File: config.mk
export PLATFORM = sky130hd
export DESIGN_NAME = twiddle_addr_seq
export DESIGN_NICKNAME = d
export VERILOG_FILES = /design/src/rtl/twiddle_addr_seq.sv
export SDC_FILE = /design/constraint.sdc
export NUM_CORES = 1
export LEC_CHECK = 0
export CORE_MARGIN = 1
export CORE_UTILIZATION = 47
export CTS_CLUSTER_SIZE = 14
export DETAILED_ROUTE_END_ITERATION = 6
export PLACE_DENSITY = 0.7
export REMOVE_ABC_BUFFERS = 1
export SYNTH_ARGS = -nofsm -noshare
export SYNTH_HDL_FRONTEND = slang
export SYNTH_SLANG_ARGS = --single-unit
File: constraint.sdc
create_clock -name clock -period 2.3 [get_ports clock]
set_clock_uncertainty 0.2 [all_clocks]
set_input_delay 0.23 -clock clock [delete_from_list [all_inputs] [get_ports clock]]
set_output_delay 0.23 -clock clock [all_outputs]
set_load 0.01 [all_outputs]
File: src/rtl/twiddle_addr_seq.sv
// twiddle_addr_seq
//   Address sequencer for the 128-entry twiddle ROM of one radix-2^2 SDF stage.
//   It counts the stage input samples and maps each sample index to a twiddle
//   number in the 128-point numbering. It also produces enable, bypass and last
//   flags, which are delayed so that they line up with the ROM output.
//
// Parameters
//   LOG_N  log2 of the stage size (3, 5 or 7)
//   TW_FF  ROM output register count (1 = registered ROM, 0 = combinational ROM)
//
// Ports
//   clock      master clock, rising edge
//   reset_n    asynchronous active-low reset
//   in_en      stage input sample present this cycle
//   in_sync    frame start; the sample on this cycle is index 0
//   tw_addr    twiddle number driven to the ROM address port
//   tw_en      twiddle data valid at the ROM output this cycle
//   tw_bypass  aligned twiddle number is 0 (multiplier passes data through)
//   tw_last    aligned twiddle belongs to sample index N-1
//   busy       a frame is partly received (index counter != 0)
module twiddle_addr_seq #(
  parameter int unsigned LOG_N = 7,
  parameter int unsigned TW_FF = 1
) (
  input  logic       clock,
  input  logic       reset_n,
  input  logic       in_en,
  input  logic       in_sync,
  output logic [6:0] tw_addr,
  output logic       tw_en,
  output logic       tw_bypass,
  output logic       tw_last,
  output logic       busy
);

  localparam int unsigned Shift = 7 - LOG_N;

  if (!(LOG_N == 3 || LOG_N == 5 || LOG_N == 7)) begin : g_bad_log_n
    $error("twiddle_addr_seq: LOG_N must be 3, 5 or 7");
  end
  if (TW_FF > 1) begin : g_bad_tw_ff
    $error("twiddle_addr_seq: TW_FF must be 0 or 1");
  end

  // Index counter
  logic [LOG_N-1:0] cnt_q, cnt_d;
  logic [LOG_N-1:0] idx;

  always_comb begin
    // A sync sample is index 0 regardless of the running count.
    idx = in_sync ? '0 : cnt_q;
    cnt_d = cnt_q;
    if (in_en && in_sync) begin
      cnt_d = LOG_N'(1);
    end else if (in_sync) begin
      cnt_d = '0;
    end else if (in_en) begin
      cnt_d = cnt_q + LOG_N'(1);  // natural wrap from N-1 to 0
    end
  end

  // Twiddle number: (k * m) scaled into the 128-point numbering
  logic [1:0]       quarter;
  logic [LOG_N-3:0] k;
  logic [1:0]       m;
  logic [6:0]       prod;
  logic [6:0]       num;
  logic             byp_hit;
  logic             last_hit;

  always_comb begin
    quarter = idx[LOG_N-1 -: 2];
    k       = idx[LOG_N-3:0];
    // Quarters 01 and 10 swap multipliers (bit-reversed quarter order).
    unique case (quarter)
      2'b00:   m = 2'd0;
      2'b01:   m = 2'd2;
      2'b10:   m = 2'd1;
      default: m = 2'd3;
    endcase
    prod     = 7'(k) * 7'(m);  // max 31*3 = 93, fits in 7 bits
    num      = prod << Shift;
    byp_hit  = in_en && (num == 7'd0);
    last_hit = in_en && (&idx);
  end

  // Stage A: address plus flags, one cycle after the sample
  logic [6:0] addr_q;
  logic       en_a_q, byp_a_q, last_a_q;

  always_ff @(posedge clock or negedge reset_n) begin
    if (!reset_n) begin
      cnt_q    <= '0;
      addr_q   <= '0;
      en_a_q   <= 1'b0;
      byp_a_q  <= 1'b0;
      last_a_q <= 1'b0;
    end else begin
      cnt_q    <= cnt_d;
      if (in_en) begin
        addr_q <= num;  // address holds across bubbles
      end
      en_a_q   <= in_en;
      byp_a_q  <= byp_hit;
      last_a_q <= last_hit;
    end
  end

  assign tw_addr = addr_q;
  assign busy    = (cnt_q != '0);

  // Flag delay matching the ROM output register
  if (TW_FF == 1) begin : g_flag_ff
    logic en_b_q, byp_b_q, last_b_q;

    always_ff @(posedge clock or negedge reset_n) begin
      if (!reset_n) begin
        en_b_q   <= 1'b0;
        byp_b_q  <= 1'b0;
        last_b_q <= 1'b0;
      end else begin
        en_b_q   <= en_a_q;
        byp_b_q  <= byp_a_q;
        last_b_q <= last_a_q;
      end
    end

    assign tw_en     = en_b_q;
    assign tw_bypass = byp_b_q;
    assign tw_last   = last_b_q;
  end else begin : g_flag_comb
    assign tw_en     = en_a_q;
    assign tw_bypass = byp_a_q;
    assign tw_last   = last_a_q;
  end

endmodule

==> results_dict.tcl, run 1 <==
set metrics [dict create \
    placement_rows 16 \
    pwr-share-clk_pct 38.8 \
    drt_drc_violations_left 0 \
    crit_path_end_kind "flip-flop" \
    switching_component_of_the_power_w 0.000150 \
    fp.coreArea_sq_um 2020 \
    netlist_area_sq_um 1050 \
    setup_total_negative_slack_ns 0 \
    slowest_stage "dfrtp_1" \
    timing.critical_path.depth 8 \
    hp-class "in -> async" \
    cts_buffers 3 \
    cts_setup_buffers 0 \
    drt_wl_total_um 1940 \
    synth_area_per_cell_sq_um 12.1 \
    fillerInstances 154 \
    pwr-share-comb_pct 10.8 \
    tritoncts "yes" \
    antenna-diode-count 0 \
    synth_compound_gate_area_share_pct 7.28 \
    initialDrtViolationCount 9 \
    setup_violations 0 \
    cts_max_path_buffers 2 \
    finish.utilization_pct 70.7 \
    finalInstanceArea_sq_um 1430 \
    r2r_start "cnt_q[6]" \
    cts_hold_buffers 0 \
    period_minus_slack_ns 2.28 \
    post_route_antenna_net_violation_count 0 \
    worst_path_arrival_ns 2.28 \
    stdcell_count 146 \
    synth_enable_flop_cells 0 \
    max-vdd-ir-drop_mv 0.556 \
    gr-total-overflow 0 \
    muxShareOfSynthArea_pct 7.40 \
    place.detailed.hpwl_um 1390 \
    timing_worst_slew_pin_value_ns 0.296 \
    final_max_slew_viol_count 0 \
    number_of_warnings_issued_by_yosys 0 \
    pin_count_of_the_biggest_net_entering_global_routing 21 \
    top_level_ports 15 \
    worst_setup_hold_path_clk_slew_ns 0.11 \
    die_boundary_width_um 49.2 \
    power.density_nw_per_um2 507 \
    ctsHtreeMaxLevel 1 \
    max_stage_delay_ns 0.40 \
    unrepaired_setup_endpoints_after_global_routing "yes" \
    critPathKind "reg -> reg" \
    path_buf_inv 0 \
    netlist-cell-type-count 27 \
    total_power_w 0.000725 \
    number_of_cells_produced_by_synthesis 87 \
    synth_ff_type "dfrtp_1" \
    area_of_the_multi_input_gates_sq_um 576 \
    nets 131 \
    max_freq_ghz 0.439 \
    antenna_found_initial 0 \
    async_flop_share_pct 100 \
    worst_r2r_endpoint "tw_addr[5]" \
    synth-xor-area-share_pct 7.52 \
    simple_gate_portion_of_the_synthesized_area_pct 18.1 \
    pwr-share-seq_pct 50.4 \
    place.port_buffers 14 \
    placed_cell_area_sq_um 1320 \
    gr-usage-all-layers_pct 18.8 \
    cp-start-kind "flip-flop" \
    layout-drive-gt1-share_pct 34.5 \
    switching_share_pct 20.6 \
    cpLargestDelayFamily "adder cells" \
    run_status "finished clean" \
    firstDrtPassIters 4 \
    reg2regPathDepth 8 \
    critical_path_required_ns 2.30 \
    root_buffer_master "clkbuf_4" \
    syn_to_final_growth_pct 36.3 \
    maxCapViolCount 0 \
    grt_pass1_wl_um 3340 \
    p_leak_nw 0.686 \
    grt_pass1_vias 726 \
    area.sequential_sq_um 500 \
    synth_adder_area_share_pct 9.07 \
    avgRoutedWirePerCell_um 13.3 \
    cp_cell_sequence "nor2b_4, and2_4, ha_4, fa_2, a21o_2, a21oi_2, xor2_2, mux2_4" \
    largest_family_of_logic_cells_by_synthesized_area "simple AND/OR/NAND/NOR gates" \
    floorplan.die_area_sq_um 2420 \
    num_vias 726 \
    clock_latency_ns 0.30 \
    placed_cells 142 \
    routed_via_density 4.97 \
    initial_utilization_pct 51.9 \
    r2r_setup_slack_ns 0.02 \
    synth.yosys.seq_area_share_pct 47.7 \
    intPower_w 0.000576 \
    gp_routability_congestion 0.788 \
    die_y_um 49.2 \
    cts_sinks 20 \
    critPathMaxFanout 2 \
    slew_headroom_pct 80.2 \
    timing_hold_violations_final 0 \
    period_share_pct 99.0 \
    synth.ff_latch_count 20 \
]
-- Yosys cell counts, drive strengths merged (2+ instances only) --
library cell	n	area share, %
ha	6	7.2
and2	8	4.8
mux2	6	6.4
buf	2	2.1
a21oi	2	0.95
dfrtp	20	48
nor2b	3	3.2
inv	2	0.72
nor4	2	1.8
and3	2	1.2
nand4	2	1.2
nor2	8	2.9
xor2	6	5.0
xnor2	3	2.5
nand2	5	1.8
-- stage by stage --
step | hold slack, ns | setup slack (ns)
CTS | 0.0574 | 0.0113
global placement | 0.132 | -0.523
detailed placement | 0.137 | -0.596
finish | 0.0505 | 0.0225
floorplan | -0.266 | -0.0259
global route | 0.0677 | -0.0419
-- state kept, by name, indices dropped and copies added, names as in the netlist --
signal,flops
byp_a_q,1
cnt_q,7
en_a_q,1
last_a_q,1
tw_addr,7
tw_bypass,1
tw_en,1
tw_last,1
-- area by class of cell --
class                      instances  share of cell area, %
tap                               27                   2.36
clock buffer                       3                   1.58
clock inverter                     1                   2.10
timing repair buffer              30                   18.1
multi-input combinational         63                   40.3
inverter                           2                  0.525
sequential                        20                   35.0
-- routing by layer --
metal	routed length (um)	global-route usage [%]	up-vias
met5	0	0	-
met4	15	5.88	0
met3	70	5.92	2
met2	952	30.1	14
met1	902	23.9	351
li1	-	-	359
-- worst max-delay path by stage --
stage,start,to,slack [ns]
floorplan,cnt_q[5],byp_a_q,-0.03
finish,cnt_q[6],tw_addr[5],0.02
global route,cnt_q[6],tw_addr[5],-0.04
detailed placement,in_sync,byp_a_q,-0.60
CTS,cnt_q[6],tw_addr[5],0.01
global placement,in_sync,byp_a_q,-0.52
-- worst register-to-register path: stages, from the launching register on --
cell     delay, ns
dfrtp_1       0.40
nor2b_4       0.13
and2_4        0.17
ha_4          0.16
fa_2          0.37
a21o_2        0.21
a21oi_2       0.17
xor2_2        0.10
mux2_4        0.26
-- cell usage in the layout (no fill, tap or decap), types with 2 or more instances in the layout --
cell type        Yosys  routed
buf_4                0      16
xnor2_1              3       3
clkdlybuf4s50_1      0      13
inv_1                2       2
nor2b_4              2       2
and2_1               8       5
and3_1               2       2
ha_4                 0       2
mux2_2               6       5
dfrtp_1             20      20
ha_1                 6       4
nand2_1              5       5
clkbuf_4             0       3
and2_4               0       3
xor2_1               6       4
nor2_1               8       8
xor2_2               0       2
nand4_1              2       2
-- logic make-up after synthesis --
kind of cell / count (synthesis)
compound gates: 8
xor+xnor: 9
buf+inv: 4
simple gates: 32
mux: 7
flops: 20
fa+ha+maj: 7
-- power by group through the flow --
| stage | Combinational [W] | Sequential [W] | Clock, W |
|---|---|---|---|
| 4_1_cts | 0.0000797 | 0.000365 | 0.000289 |
| 3_5_place_dp | 0.0000800 | 0.000372 | 0 |
| 5_1_grt | 0.0000871 | 0.000367 | 0.000301 |
| 2_1_floorplan | 0.0000236 | 0.000378 | 0 |
| 6_report | 0.0000784 | 0.000366 | 0.000281 |
| 3_3_place_gp | 0.0000802 | 0.000372 | 0 |
-- timing repair --
item	4_1_cts	5_1_grt
gates resized for setup	8	4
endpoints found under the setup margin	4	4
pin swaps	8	3
(Power assumes the default switching activity.)
==> run 2, diff against run 1 <==
--- a/config.mk
+++ b/config.mk
@@ -5,12 +5,13 @@
 export SDC_FILE = /design/constraint.sdc
 export NUM_CORES = 1
 export LEC_CHECK = 0
-export CORE_MARGIN = 1
+export CORE_MARGIN = 8
 export CORE_UTILIZATION = 47
-export CTS_CLUSTER_SIZE = 14
+export CTS_CLUSTER_SIZE = 25
 export DETAILED_ROUTE_END_ITERATION = 6
 export PLACE_DENSITY = 0.7
 export REMOVE_ABC_BUFFERS = 1
 export SYNTH_ARGS = -nofsm -noshare
 export SYNTH_HDL_FRONTEND = slang
 export SYNTH_SLANG_ARGS = --single-unit
+export TNS_END_PERCENT = 50
==> results_dict.tcl, run 2 (same netlist as run 1, synthesis figures left out) <==
set metrics [dict create \
    cts_sinks 20 \
    setup_violations 0 \
    maxCapViolCount 0 \
    final_max_slew_viol_count 0 \
    critPathMaxFanout 3 \
    nets 132 \
    worst_setup_hold_path_clk_slew_ns 0.11 \
    drt_drc_violations_left 0 \
    avgRoutedWirePerCell_um 14.8 \
    run_status "finished clean" \
    place.detailed.hpwl_um 1590 \
    cts_buffers 3 \
    floorplan.die_area_sq_um 4000 \
    place.port_buffers 14 \
    max_freq_ghz 0.435 \
    top_level_ports 15 \
    root_buffer_master "clkbuf_4" \
    hp-class "in -> async" \
    tritoncts "yes" \
    period_minus_slack_ns 2.30 \
    antenna_found_initial 0 \
    syn_to_final_growth_pct 35.2 \
    fp.coreArea_sq_um 2170 \
    die_boundary_width_um 63.2 \
    num_vias 750 \
    timing_hold_violations_final 0 \
    slew_headroom_pct 82.2 \
    critPathKind "reg -> reg" \
    area.sequential_sq_um 500 \
    cp-start-kind "flip-flop" \
    crit_path_end_kind "flip-flop" \
    gr-total-overflow 0 \
    layout-drive-gt1-share_pct 34.5 \
    area_of_the_multi_input_gates_sq_um 583 \
    grt_pass1_vias 824 \
    placed_cell_area_sq_um 1310 \
    critical_path_required_ns 2.29 \
    initialDrtViolationCount 13 \
    finalInstanceArea_sq_um 1420 \
    max-vdd-ir-drop_mv 0.362 \
    power.density_nw_per_um2 430 \
    cts_max_path_buffers 2 \
    post_route_antenna_net_violation_count 0 \
    ctsHtreeMaxLevel 1 \
    initial_utilization_pct 48.3 \
    clock_latency_ns 0.30 \
    firstDrtPassIters 4 \
    unrepaired_setup_endpoints_after_global_routing "yes" \
    routed_via_density 5.10 \
    drt_wl_total_um 2180 \
    worst_path_arrival_ns 2.29 \
    p_leak_nw 0.681 \
    layout.cells.most_common_list "dfrtp_1, buf_4, clkdlybuf4s50_1" \
    grt_pass1_wl_um 3640 \
    gr-usage-all-layers_pct 11.2 \
    antenna-diode-count 0 \
    die_y_um 63.2 \
    fillerInstances 174 \
    pin_count_of_the_biggest_net_entering_global_routing 21 \
    whs_ns 0.0530 \
    timing_worst_slew_pin_value_ns 0.267 \
    period_share_pct 99.8 \
    gp_routability_congestion 0.802 \
    leading_cell_type_in_the_layout_fill_and_taps_excluded "dfrtp_1" \
    placement_rows 17 \
]
[run 2: worst paths after layout]
check | from | endpoint | slack (ns) | cells past startpoint
setup / recovery | cnt_q[5] | tw_addr[5] | 0.004 | 8
hold / removal | reset_n | last_a_q | 0.05 | 2
setup reg to reg | cnt_q[5] | tw_addr[5] | 0.004 | 8
hold reg to reg | byp_a_q | tw_bypass | 0.16 | 0
max in group asynchronous | reset_n | tw_addr[5] | 1.63 | 2
min in group clock | byp_a_q | tw_bypass | 0.16 | 0
[run 2: layout make-up]
cell class / count / area share [%]
clock buffers: 3 / 1.59
inverters: 2 / 0.530
multi-input cells: 63 / 41.1
flip-flops and latches: 20 / 35.3
well taps: 28 / 2.47
repair buffers: 31 / 19.0
[run 2: where the power goes]
part,switching [W],total (W),internal (W)
Sequential,0.00000557,0.000367,0.000361
Combinational,0.0000406,0.0000790,0.0000384
Clock,0.000103,0.000164,0.0000612
[run 2: what timing repair did]
action,4_1_cts,5_1_grt
gates resized for setup,6,8
hold buffers,0,0
setup buffers,1,2
endpoints found under the setup margin,3,3
pin swaps,5,6
cloned,0,0
[run 2: through the flow]
stage | utilization, % | std cells | setup slack [ns] | total power (W) | TNS (ns)
2_1_floorplan | - | 85 | -0.0259 | 0.000402 | -0.0422
3_3_place_gp | 60.2 | 141 | -0.529 | 0.000452 | -1.78
3_5_place_dp | 60.2 | 141 | -0.597 | 0.000454 | -2.15
4_1_cts | 62.8 | 145 | -0.0265 | 0.000616 | -0.0265
5_1_grt | 65.3 | 147 | -0.111 | 0.000641 | -0.219
6_report | 65.3 | 147 | 0.00367 | 0.000609 | 0
[run 2: metal layers]
layer	vias to the layer above	share of wire, %	global-route usage [%]
met5	-	0	0
met3	7	5.6	4.06
li1	359	-	-
met1	368	42	12.1
met2	16	50	19.2
met4	0	2.5	5.01
[run 2: critical path, cell delays in order, from the launching register on]
cell and delay, ns:
dfrtp_1 0.40, nor2b_4 0.14, and2_4 0.16, ha_4 0.16, fa_2 0.39, a21o_2 0.24
a21oi_2 0.14, xor2_1 0.10, mux2_2 0.27
==> run 3, diff against run 2 <==
--- a/config.mk
+++ b/config.mk
@@ -5,6 +5,7 @@
 export SDC_FILE = /design/constraint.sdc
 export NUM_CORES = 1
 export LEC_CHECK = 0
+export ABC_CLOCK_PERIOD_IN_PS = 2300
 export CORE_MARGIN = 8
 export CORE_UTILIZATION = 47
 export CTS_CLUSTER_SIZE = 25
==> results of run 3 <==
The final DEF is identical to that of run 2; final timing and power are the same.
